--- src/rtl/hazard_ctrl.sv ---
// Pipeline hazard controller: arbitrates trap, mem_busy, branch and load-use into stall/flush/redirect.
// Optional perf counters are enabled by defining HAZARD_PERF_CNT_EN.
module hazard_ctrl #(
  parameter int XLEN   = 64,
  parameter int NSTAGE = 6,
  parameter int EX_IDX = 4
) (
  input  logic              clk,
  input  logic              rst_n,
  input  logic              trap_valid,
  input  logic [XLEN-1:0]   trap_target,
  input  logic              mem_busy,
  input  logic              branch_taken_EXB,
  input  logic [XLEN-1:0]   branch_target_EXB,
  input  logic              no_forwarding_data,
  input  logic              ifp_ready,
  output logic [NSTAGE-1:0] stall,
  output logic [NSTAGE-1:0] flush,
  output logic              redirect_valid,
  output logic [XLEN-1:0]   redirect_target,
  output logic [31:0]       perf_stall_cnt,
  output logic [31:0]       perf_flush_cnt
);

  typedef enum logic {
    IDLE,
    PEND
  } state_e;

  state_e            state_q, state_d;
  logic [XLEN-1:0]   target_q, target_d;
  logic              pend;
  logic [NSTAGE-1:0] stallRaw, flushRaw;

  assign pend = (state_q == PEND);

  // Event arbitration: trap > mem_busy > branch > load-use; a pending redirect also blocks fetch.
  always_comb begin
    stallRaw        = '0;
    flushRaw        = '0;
    redirect_valid  = 1'b0;
    redirect_target = '0;
    if (trap_valid) begin
      for (int i = 1; i < NSTAGE; i++) flushRaw[i] = 1'b1;
      redirect_valid  = 1'b1;
      redirect_target = trap_target;
    end else if (mem_busy) begin
      stallRaw = '1;
    end else if (branch_taken_EXB && !pend) begin
      for (int i = 1; i <= EX_IDX; i++) flushRaw[i] = 1'b1;
      redirect_valid  = 1'b1;
      redirect_target = branch_target_EXB;
    end else if (no_forwarding_data) begin
      for (int i = 0; i < EX_IDX; i++) stallRaw[i] = 1'b1;
      flushRaw[EX_IDX] = 1'b1;
    end
    if (pend) begin
      flushRaw[1:0] = 2'b11;
      if (!trap_valid) begin
        redirect_valid  = 1'b1;
        redirect_target = target_q;
      end
    end
    stall = stallRaw & ~flushRaw;
    flush = flushRaw;
    if (!rst_n) begin
      stall           = '0;
      flush           = '1;
      redirect_valid  = 1'b0;
      redirect_target = '0;
    end
  end

  always_comb begin
    state_d  = state_q;
    target_d = target_q;
    if (redirect_valid) begin
      if (ifp_ready) begin
        state_d = IDLE;
      end else begin
        state_d  = PEND;
        target_d = redirect_target;
      end
    end
  end

  always_ff @(posedge clk) begin
    if (!rst_n) begin
      state_q  <= IDLE;
      target_q <= '0;
    end else begin
      state_q  <= state_d;
      target_q <= target_d;
    end
  end

`ifdef HAZARD_PERF_CNT_EN
  logic [31:0] stallCnt_q, stallCnt_d;
  logic [31:0] flushCnt_q, flushCnt_d;

  // Both counters saturate rather than wrap.
  always_comb begin
    stallCnt_d = stallCnt_q;
    flushCnt_d = flushCnt_q;
    if ((|stall) && (stallCnt_q != 32'hFFFF_FFFF)) stallCnt_d = stallCnt_q + 32'd1;
    if (redirect_valid && ifp_ready && (flushCnt_q != 32'hFFFF_FFFF)) flushCnt_d = flushCnt_q + 32'd1;
  end

  always_ff @(posedge clk) begin
    if (!rst_n) begin
      stallCnt_q <= '0;
      flushCnt_q <= '0;
    end else begin
      stallCnt_q <= stallCnt_d;
      flushCnt_q <= flushCnt_d;
    end
  end

  assign perf_stall_cnt = stallCnt_q;
  assign perf_flush_cnt = flushCnt_q;
`else
  assign perf_stall_cnt = 32'd0;
  assign perf_flush_cnt = 32'd0;
`endif

endmodule

--- config.mk ---
export PLATFORM = sky130hd
export DESIGN_NAME = hazard_ctrl
export DESIGN_NICKNAME = d
export VERILOG_FILES = /design/src/rtl/hazard_ctrl.sv
export SDC_FILE = /design/constraint.sdc
export NUM_CORES = 1
export LEC_CHECK = 0
export CAP_MARGIN = 10
export CORE_MARGIN = 2
export CORE_UTILIZATION = 37
export CTS_CLUSTER_SIZE = 12
export DETAILED_ROUTE_END_ITERATION = 10
export HOLD_SLACK_MARGIN = 0.12
export PLACE_DENSITY = 0.79
export SLEW_MARGIN = 25
export SYNTH_ARGS = -nofsm -noshare
export SYNTH_HDL_FRONTEND = slang
export SYNTH_SLANG_ARGS = --single-unit
export TNS_END_PERCENT = 1
--- constraint.sdc ---
create_clock -name clk -period 1.78 [get_ports clk]
set_clock_uncertainty 0.05 [all_clocks]
set_input_delay 0.445 -clock clk [delete_from_list [all_inputs] [get_ports clk]]
set_output_delay 0.445 -clock clk [all_outputs]
set_load 0.02 [all_outputs]
# Word-level counts from Yosys, hierarchy flattened
# Index checks and enable logic that the tools add are counted.
[word_totals]
ff_bits = 65
out_inout_bits = 141
elab_cells = 35
[classes]
muxes = 27
bitwise_logic = 3
n_reduce_logical = 3
[op_table]
columns = ["operator", "count"]
rows = [
  ["64-bit two-way mux", 6],
  ["4-bit two-way mux", 5],
  ["6-bit two-way mux", 3],
  ["1-bit two-way mux", 10],
  ["6-bit bitwise AND", 1],
  ["6-bit inverter", 1],
  ["2-bit two-way mux", 2],
  ["3-bit two-way mux", 1],
  ["2-bit AND reduction", 1],
  ["1-bit logical AND", 1],
  ["1-bit logical NOT", 1],
  ["1-bit inverter", 1],
]

# Depth between registers and ports, before layout
[logic_depth]
word_depth = 9
ltp_mapped = 7
depth_no_buf = 3

# Least setup slack after synthesis
# No wires, ideal clock.
[synth_path]
path_kind = "input-to-output"
startpoint = "in branch_taken_EXB"
endpoint = "out stall[3]"
t_arrival_ps = 1823
required_ps = 1285
slack_ps = -538
stages = 7
n_path_buf = 4
cell_sequence = "nor2b_2 > buf_6 > buf_6 > buf_4 > a21o_1 > nor2_1 > buf_4"
[synth_via]
elab_chain_len = 7
elab_cells_between_ends = 10
cone_classes = "mux: 7; bitwise: 2; reduce/logical: 1"
[synth_lines]
columns = ["element", "line", "source"]
rows = [
  ["start: declaration", "13", "input logic branch_taken_EXB,"],
  ["1-bit logical AND *", "49", "end else if (branch_taken_EXB && !pend) begin"],
  ["3-bit two-way mux", "49", ""],
  ["4-bit two-way mux", "47", "end else if (mem_busy) begin"],
  ["4-bit two-way mux", "43", "if (trap_valid) begin"],
  ["6-bit inverter", "64", "stall = stallRaw & ~flushRaw;"],
  ["6-bit bitwise AND *", "64", ""],
  ["6-bit two-way mux *", "66", "if (!rst_n) begin"],
  ["end: declaration", "17", "output logic [NSTAGE-1:0] stall,"],
]
# Every way passes the cells marked *; elsewhere a longest branch is shown, timed or not.

# Worst setup path in the final report
[layout_path]
startpoint = "in branch_taken_EXB"
endpoint = "out redirect_target[62]"
[layout_via]
elab_chain_len = 7
[layout_lines]
columns = ["element", "line", "source"]
rows = [
  ["1-bit logical AND *", "49", ""],
  ["64-bit two-way mux *", "49", ""],
  ["64-bit two-way mux *", "47", ""],
  ["64-bit two-way mux *", "43", ""],
  ["64-bit two-way mux", "59", "if (!trap_valid) begin"],
  ["64-bit two-way mux *", "57", "if (pend) begin"],
  ["64-bit two-way mux *", "66", ""],
  ["end: declaration", "20", "output logic [XLEN-1:0] redirect_target,"],
]
# Marks and branches as above.

==> summary.md <==
| Metric | Value |
|---|---|
| Final core utilization | `60.0%` |
| Vias | `6027` |
| Cell chain of the critical path | `clkdlybuf4s15_2 -> nor2b_4 -> buf_12 -> a31oi_1 -> nor2_1 -> buf_4` |
| DR DRC count | `0` |
| Data arrival, critical path | `1.50 ns` |
| Hold_sp | `target_q[55]` |
| Via count of the first global-routing pass | `5727` |
| #FFs+latches synth | `65` |
| DRT Pass-1 Iters | `4` |
| GR Util met3 | `4.52%` |
| M2 GR Usage | `38.2%` |
| CP startpoint kind | `input port` |
| Failing checks | `negative setup slack` |
| Final max-slew violation count | `0` |
| MaxCap Viol Count | `0` |
| First-pass GRT wire length | `27100 microns` |
| Root buffer cell | `clkbuf_16` |
| CTS tree | `done` |
| Largest net degree at the start of global routing | `65` |
| Die height | `123 microns` |
| Clk buf depth | `2` |
| WL final | `17300 microns` |
| Mapped cell area | `5280 sq um` |
| Post-Syn Area per Cell | `7.17 sq um` |
| Initial antenna violation count | `0` |
| CP startpoint | `branch_taken_EXB` |
| Top delay family on crit path | `buffers and inverters` |
| Clock Latency Late Sink | `0.31 ns` |
| DP HPWL | `12000 microns` |
| Pwr Total | `0.00529 W` |
| Final design instance area without fill | `8360 sq um` |
| IO Pins | `276` |
| Post-Synthesis Cells | `737` |
| Vias per inst | `5.01` |
| Congestion Overflow GR | `0` |
| Required time worst endpoint | `1.28 ns` |
| Seq/Total Area, Yosys | `24.6%` |
| Post-route ant nets | `0` |
| Iteration-0 DRC count of the detailed router | `381` |
| RSZ-0062 raised after global routing | `yes` |
| Num CTS Buffers | `9` |
| Tot GR Track Use | `21.8%` |
| # H-tree levels | `3` |
| Clock slew at reported path FFs | `0.05 ns` |
| Leak | `3.90 nW` |
| CP max stage cell | `buf_12` |
| Worst slew pin tran | `0.531 ns` |
| Std-Cell Rows | `43` |
| Final period utilization | `112%` |
| Fin crit period | `2.00 ns` |
| Share of layout cells above drive strength 1 | `26.3%` |
| Status | `finished, violations left` |
| Fin Hold WS | `0.419 ns` |
| Critical Path End Type | `output pin` |
| Worst Hold Class | `flip-flop to flip-flop` |
| Hold Vio Cnt, Final | `0` |
| Final #Nets | `1153` |
| Die width | `123 microns` |
| Mean routed wirelength per cell | `14.4 microns` |
| Initial Util | `37.9%` |
| Setup Buffers After CTS | `0` |
| Ant diodes | `0` |
| Setup Viol. Count Final | `71` |
| Yosys warning total | `0` |
| P per Cell Area | `633 nW/um^2` |
| Port-buffer cells | `211` |
| Buffers plus inverters on the worst setup path | `3` |
| Gpl congestion | `0.815` |
| Post-synthesis cell type count | `24` |
| Max stage delay on crit path | `0.22 ns` |
| Slew margin rel. | `64.6%` |
| Crit-path max FO | `33` |
| Area Overhead vs Synth | `58.3%` |
| Dpl cell area | `8190 sq um` |
| DIE AREA | `15200 sq um` |
| Reg2reg start | `pend` |
| Worst Slack Setup Final | `-0.215 ns` |
| Fmax | `501 MHz` |
| Global route hottest layer | `met2` |
| Met1 Use GR | `26.9%` |
| Clk sinks | `65` |
| Worst IR Drop VDD | `468 uV` |
| CP Class | `input port to output pin` |
| Core area | `13900 sq um` |
==> synth_stat cells (all sizes together) <==
master  count  area, sq um
nand2     193          724
nand2b     65          407
inv         3         11.3
nor2b       2         15.0
o32ai      64          696
nor3        3         20.0
or3         1         6.26
a31oi      64          400
a21oi       1         5.00
a21o       66          495
nor2       67          251
o31a        1         8.76
buf       118          847
conb        1         3.75
clkbuf     22         82.6
and2b       1         7.51
dfxtp      65         1300
==> layout by cell type (no fill, tap or decap), types with 3 or more instances in the layout <==
| master | count |
|---|---|
| o32ai_2 | 18 |
| buf_2 | 5 |
| clkbuf_2 | 4 |
| a21o_1 | 65 |
| clkdlybuf4s15_2 | 3 |
| nor2_1 | 64 |
| clkbuf_8 | 5 |
| o32ai_1 | 46 |
| nand2b_1 | 64 |
| conb_1 | 64 |
| clkdlybuf4s50_1 | 129 |
| nand2_1 | 193 |
| a31oi_1 | 57 |
| buf_4 | 186 |
| buf_12 | 17 |
| clkbuf_16 | 9 |
| dfxtp_1 | 64 |
| a31oi_2 | 7 |
==> metrics by stage <==
stage,std cells,setup TNS [ns],setup slack (ns)
2_1_floorplan,800,-6.71,-0.173
3_3_place_gp,1187,-112.06,-0.999
3_5_place_dp,1187,-113.65,-1.03
4_1_cts,1202,-13.73,-0.348
5_1_grt,1202,-17.80,-0.320
6_report,1202,-12.42,-0.215
==> repair_timing <==
action | 4_1_cts | 5_1_grt
resized for setup | 368 | 24
setup endpoints to repair | 141 | 79
pin swaps | 8 | 14
hold buffers | 0 | 0
==> sequential cells by signal, indices dropped and copies added, names as in the netlist <==
| signal | cells |
|---|---|
| target_q | 64 |
| pend | 1 |
==> layer usage <==
metal / vias to the layer above / routed length [microns]
met5: - / 0
met4: 0 / 288
met3: 20 / 1070
met2: 226 / 8660
met1: 2792 / 7310
li1: 2989 / -
==> final timing paths <==
check,endpoint,slack (ns),cells past startpoint
max,redirect_target[62],-0.22,6
min,target_q[55],0.42,2
max reg2reg,target_q[59],0.14,4
min reg2reg,target_q[55],0.42,2
==> area by class of cell <==
class	count	area [sq um]
clock buffer	13	280
clock inverter	2	35.0
fill	1266	5570
inverter	3	11.3
multi-input combinational	592	3370
sequential	65	1300
tap	180	225
timing repair buffer	347	3140
==> worst reg2reg max path: cells and delay by family, from the launching register on <==
| kind | cells | cell delay, ns |
|---|---|---|
| compound gates | 1 | 0.22 |
| simple gates | 1 | 0.22 |
| buf+inv | 2 | 0.67 |
| flops | 1 | 0.35 |
==> report_power, final <==
group	switching, W	leakage (nW)	total, W	internal [W]
logic	0.000923	3.21	0.00184	0.000916
registers	0.0000549	0.534	0.00162	0.00156
clock network	0.000611	0.158	0.00184	0.00123
total	0.00159	3.90	0.00529	0.00370
==> cell families (layout without fill, tap and decap cells) <==
family                 after synthesis  in the layout  synth area share [%]
DFF                                 65             65                  24.6
and+or+nand+nor                    332            332                  27.1
AOI/OAI and AO/OA                  196            196                  30.4
other                                1             64                0.0710
buffers and inverters              143            365                  17.8
(Power assumes the default switching activity.)
==> RTL change 1 (config.mk and constraints unchanged) <==
Set the parameter `XLEN` to 56 (it was 64).
--- a/src/rtl/hazard_ctrl.sv
+++ b/src/rtl/hazard_ctrl.sv
@@ -1,7 +1,7 @@
 // Pipeline hazard controller: arbitrates trap, mem_busy, branch and load-use into stall/flush/redirect.
 // Optional perf counters are enabled by defining HAZARD_PERF_CNT_EN.
 module hazard_ctrl #(
-  parameter int XLEN   = 64,
+  parameter int XLEN   = 56,
   parameter int NSTAGE = 6,
   parameter int EX_IDX = 4
 ) (
Ports: changed (resized branch_target_EXB, redirect_target and trap_target); port bits go from 276 to 252. The function was not compared with the original's and may differ.
==> RTL change 1 against the unedited design <==
- the flow still finishes with violations (setup timing)
- sequential cell count fell by 8
- wire length up 4.2%
- area after synthesis is 13% lower
- critical path type is now reg -> out
- highest routed layer unchanged
- cell area grew 0.73%
- power is 6.5% lower
- synthesized cell count fell by 15%
- sequential share of layout area decreased by 2.0 points
- utilization up 9.8 points
- non-clock buffer count shrank 6
- die area is 12% lower
- clock power is 15% lower
- hold slack worse by 0.010 ns
- setup slack lost 0.20 ns
==> RTL change 1: results (changes against the unedited design) <==
status: "finished, violations left"
violations: "setup timing"
p_leak_nw: 3.71  # -5.0%
finalSetupViolations: 66  # -7.0%
largest_register_ffs: 56  # -13%
grt_pass1_wl_um: 28200  # +4.2%
antenna_found_initial: 0  # unchanged
slowest_delay_ns: 0.39  # +0.17 ns
avgSynthCellArea_um2: 7.30  # +1.9%
drive_gt1_share_pct: 35.6  # +9.3 points
max-vdd-ir-drop_mv: 0.344  # -27%
worst_slack_ns: -0.418  # -0.203 ns
fillers: 928  # -27%
cp_max_fo: 6  # -82%
wl_per_cell_um: 16.5  # +15%
yosysSeqAreaShare_pct: 24.8  # +0.16 points
vias_per_cell: 5.08  # +1.3%
clk-insertion-delay-late_ns: 0.33  # +0.02 ns
placed_cell_area_mm2: 0.00725  # -11%
r2r_end: "target_q[45]"
grt_usage_pct: 26.6  # +4.7 points
reg2regPathDepth: 6  # +2
worstPathArrival_ns: 1.70  # +0.20 ns
grt_pass1_vias: 5609  # -2.1%
io_buffers: 187  # -11%
synth_common_cells: "142 x nand2_1, 74 x buf_4, 61 x nor2_1, 57 x dfxtp_1, 45 x nand2b_1"
pre_cts_slack_ns: -1.08  # -0.0574 ns
cp_slowest_cell: "dfxtp_4"
critPathCapture: "redirect_target[54]"
grt_start_max_net_pins: 44  # -32%
synth_cell_type_count: 28  # +17%
rrSetupSlack_ns: 0.02  # -0.12 ns
cp-startpoint: "pend"
intPower_mw: 3.30  # -11%
dp.cells: 1052  # -11%
ys_top_cells_by_area: "dfxtp_1 25%, buf_4 12%, nand2_1 12%, a221oi_1 8.2%, o32ai_1 7.6%"
final_cells: 1092  # -9.2%
diodes: 0  # unchanged
dp_hpwl_um: 10600  # -12%
gp_congestion: 0.823  # +1.0%
-- RTL change 1: worst register-to-register path: cells and delay by family (launching register included) --
family / cells / cell delay, ns
compound gates: 1 / 0.18
flops: 1 / 0.37
buf+inv: 4 / 0.82
simple gates: 1 / 0.18
-- RTL change 1: worst min-delay path by stage --
stage | slack (ns) | start | cells past startpoint | end
finish | 0.41 | target_q[55] | 2 | target_q[55]
global route | 0.43 | target_q[5] | 2 | target_q[5]
CTS | 0.41 | target_q[20] | 2 | target_q[20]
detailed placement | 0.40 | target_q[20] | 2 | target_q[20]
global placement | 0.39 | target_q[51] | 2 | target_q[51]
floorplan | 0.39 | target_q[11] | 2 | target_q[11]
-- RTL change 1: cell type report --
type / instances / area (um^2) / share of cell area [%]
Clock buffer: 12 / 246 / 2.93
Tap cell: 168 / 210 / 2.50
Sequential cell: 57 / 1140 / 13.6
Multi-Input combinational cell: 505 / 3610 / 42.9
Clock inverter: 4 / 20.0 / 0.238
Timing Repair Buffer: 341 / 3170 / 37.6
Inverter: 5 / 21.3 / 0.253
-- RTL change 1: metrics by stage --
| stage | hold WS (ns) | setup TNS, ns |
|---|---|---|
| finish | 0.409 | -20.82 |
| global route | 0.434 | -25.69 |
| CTS | 0.405 | -21.01 |
| detailed placement | 0.398 | -95.45 |
| global placement | 0.394 | -92.42 |
| floorplan | 0.385 | -2.56 |
-- RTL change 1: kinds of logic after synthesis --
kind of cell / share of synthesized area, %
other: 0.0815
and+or+nand+nor: 33.0
DFF: 24.8
AOI/OAI and AO/OA: 23.7
buffers and inverters: 18.5
-- RTL change 1: metal layers --
metal  vias to the layer above  part of all wire [%]  GRT usage, %
li1                       2668                     -             -
met1                      2609                    40          31.3
met2                       239                    52          48.1
met3                        30                   6.0          4.34
met4                         0                   2.3          10.2
met5                         -                     0             0
-- RTL change 1: power groups by stage --
stage / registers [mW] / clock network (mW) / logic (mW)
global placement: 1.44 / 0 / 1.62
finish: 1.45 / 1.57 / 1.93
global route: 1.46 / 1.67 / 2.06
floorplan: 1.43 / 0 / 0.945
detailed placement: 1.44 / 0 / 1.63
CTS: 1.44 / 1.60 / 1.89
-- RTL change 1: timing repair --
item / CTS / global route
gates cloned: 9 / 0
endpoints found under the setup margin: 112 / 120
pin swaps: 48 / 16
setup buffers: 14 / 1
resized for setup: 424 / 13
==> RTL change 2 (config.mk and constraints unchanged) <==
Without the edit above. Register the output `redirect_target`, cleared by the reset; this adds one clock of latency there. The other outputs are not delayed to match.
--- a/src/rtl/hazard_ctrl.sv
+++ b/src/rtl/hazard_ctrl.sv
@@ -27,6 +27,8 @@
     PEND
   } state_e;
 
+  logic [XLEN-1:0] redirect_target_d;
+
   state_e            state_q, state_d;
   logic [XLEN-1:0]   target_q, target_d;
   logic              pend;
@@ -39,17 +41,17 @@
     stallRaw        = '0;
     flushRaw        = '0;
     redirect_valid  = 1'b0;
-    redirect_target = '0;
+    redirect_target_d = '0;
     if (trap_valid) begin
       for (int i = 1; i < NSTAGE; i++) flushRaw[i] = 1'b1;
       redirect_valid  = 1'b1;
-      redirect_target = trap_target;
+      redirect_target_d = trap_target;
     end else if (mem_busy) begin
       stallRaw = '1;
     end else if (branch_taken_EXB && !pend) begin
       for (int i = 1; i <= EX_IDX; i++) flushRaw[i] = 1'b1;
       redirect_valid  = 1'b1;
-      redirect_target = branch_target_EXB;
+      redirect_target_d = branch_target_EXB;
     end else if (no_forwarding_data) begin
       for (int i = 0; i < EX_IDX; i++) stallRaw[i] = 1'b1;
       flushRaw[EX_IDX] = 1'b1;
@@ -58,7 +60,7 @@
       flushRaw[1:0] = 2'b11;
       if (!trap_valid) begin
         redirect_valid  = 1'b1;
-        redirect_target = target_q;
+        redirect_target_d = target_q;
       end
     end
     stall = stallRaw & ~flushRaw;
@@ -67,7 +69,7 @@
       stall           = '0;
       flush           = '1;
       redirect_valid  = 1'b0;
-      redirect_target = '0;
+      redirect_target_d = '0;
     end
   end
 
@@ -79,7 +81,7 @@
         state_d = IDLE;
       end else begin
         state_d  = PEND;
-        target_d = redirect_target;
+        target_d = redirect_target_d;
       end
     end
   end
@@ -123,5 +125,13 @@
   assign perf_flush_cnt = 32'd0;
 `endif
 
+  always_ff @(posedge clk) begin
+    if (!rst_n) begin
+      redirect_target <= '0;
+    end else begin
+      redirect_target <= redirect_target_d;
+    end
+  end
+
 endmodule
 
Formal check against the unedited RTL: not equivalent (Yosys sat finds a counterexample within 4 cycles, from zero or initial values and one cycle with rst_n low).
==> RTL change 2 against the unedited design <==
- the run still ends with setup timing left
- clock power rose by 91%
- power up 48%
- cell area shrank 2.1%
- highest routed layer unchanged
- largest cell class is now flip-flops and latches
- sequential cell count is 64 higher
- area after synthesis increased by 5.9%
- hold slack got worse by 0.0033 ns
- wire length down 16%
- register-to-register slack worse by 0.06 ns
- global-route usage is 4.3 points lower
- setup slack improved by 0.20 ns
==> RTL change 2: results (changes against the unedited design) <==
reg2regPathDepth: 5  # +1
fillers: 1360  # +7.4%
multi_input_area_mm2: 0.00250  # -26%
p_leak_nw: 3.40  # -13%
pre_cts_slack_ns: -0.655  # +0.371 ns
gp_congestion: 0.761  # -6.6%
dp.cells: 1019  # -14%
drtIter0Drc: 278  # -27%
tns_ns: -0.0312  # +12.39 ns
drt-met1-wl_um: 6180  # -15%
grt_usage_pct: 17.6  # -4.3 points
clk-insertion-delay-late_ns: 0.41  # +0.10 ns
grt_start_max_net_pins: 118  # +82%
placed_cell_area_mm2: 0.00765  # -6.6%
n_clock_buffer: 25  # +12
finalSetupViolations: 3  # -96%
synth_common_cells: "129 x dfxtp_1, 67 x a21oi_1, 67 x buf_4, 67 x nand2_1, 67 x nor2_1"
max-vdd-ir-drop_mv: 0.668  # +43%
drive_gt1_share_pct: 9.70  # -17 points
ys_top_cells_by_area: "dfxtp_1 46%, a221oi_1 10%, buf_4 9.0%, nor2b_1 7.3%, a21oi_1 6.0%"
vias_per_cell: 4.79  # -4.5%
route.met2.wl_um: 7180  # -17%
nNonClkBuffers: 234  # -33%
worst_slack_ns: -0.0121  # +0.203 ns
cts_resized: 125  # -66%
grt_pass1_wl_um: 22900  # -16%
numCtsBuffers: 17  # +8
regArea_mm2: 0.00259  # +99%
min_path_type: "in -> reg"
hold_depth: 4  # +2
clk_share_pct: 7.47  # +3.7 points
grt_pass1_vias: 4621  # -19%
violations: "setup timing"
synth_cell_type_count: 22  # -8.3%
wirelength_um: 14500  # -16%
status: "finished, violations left"
nets: 988  # -14%
slew_headroom_pct: 35.8  # -29 points
avgSynthCellArea_um2: 8.48  # +18%
-- RTL change 2: cell count changes in the layout (fill, tap and decap cells not counted), sizes merged, moves of 3 or more --
| cell | unedited run | this run |
|---|---|---|
| dfxtp | 65 | 129 |
| o32ai | 64 | 0 |
| a21o | 66 | 0 |
| dlygate4sd2 | 1 | 65 |
| a21oi | 1 | 68 |
| nand2b | 65 | 2 |
| o21ai | 0 | 66 |
| nor2b | 2 | 65 |
| a221oi | 0 | 64 |
| buf | 209 | 36 |
| clkinvlp | 0 | 3 |
| nand2 | 193 | 67 |
| a31oi | 64 | 0 |
| clkbuf | 18 | 26 |
-- RTL change 2: power by group --
group / total (mW) / internal (mW) / switching [mW]
Combinational: 1.20 / 0.559 / 0.646
Sequential: 3.12 / 3.06 / 0.0589
Clock: 3.52 / 2.29 / 1.23
-- RTL change 2: routing by layer --
layer	global-route usage [%]	vias to the layer above
met5	0	-
met4	6.98	0
met3	4.10	21
met2	30.7	203
met1	20.9	2261
li1	-	2541
-- RTL change 2: path summary, 6_finish.rpt --
check | slack [ns] | endpoint | startpoint
worst max-delay path | -0.01 | flush[2] | pend
worst min-delay path | 0.42 | target_q[29] | rst_n
worst max register to register | 0.08 | target_q[7] | pend
worst min register to register | 0.48 | target_q[19] | target_q[19]
-- RTL change 2: logic make-up after synthesis --
family          after synthesis  share of synthesized area [%]
flops                       129                           46.1
simple gates                205                           17.2
compound gates              199                           22.2
buf+inv                     126                           14.4
other cells                   1                         0.0670
-- RTL change 2: critical path, stage by stage, from the launching register on --
cell     delay [ns]
dfxtp_4        0.36
inv_2          0.07
nand2_2        0.06
buf_4          0.14
o21ai_4        0.14
buf_6          0.14
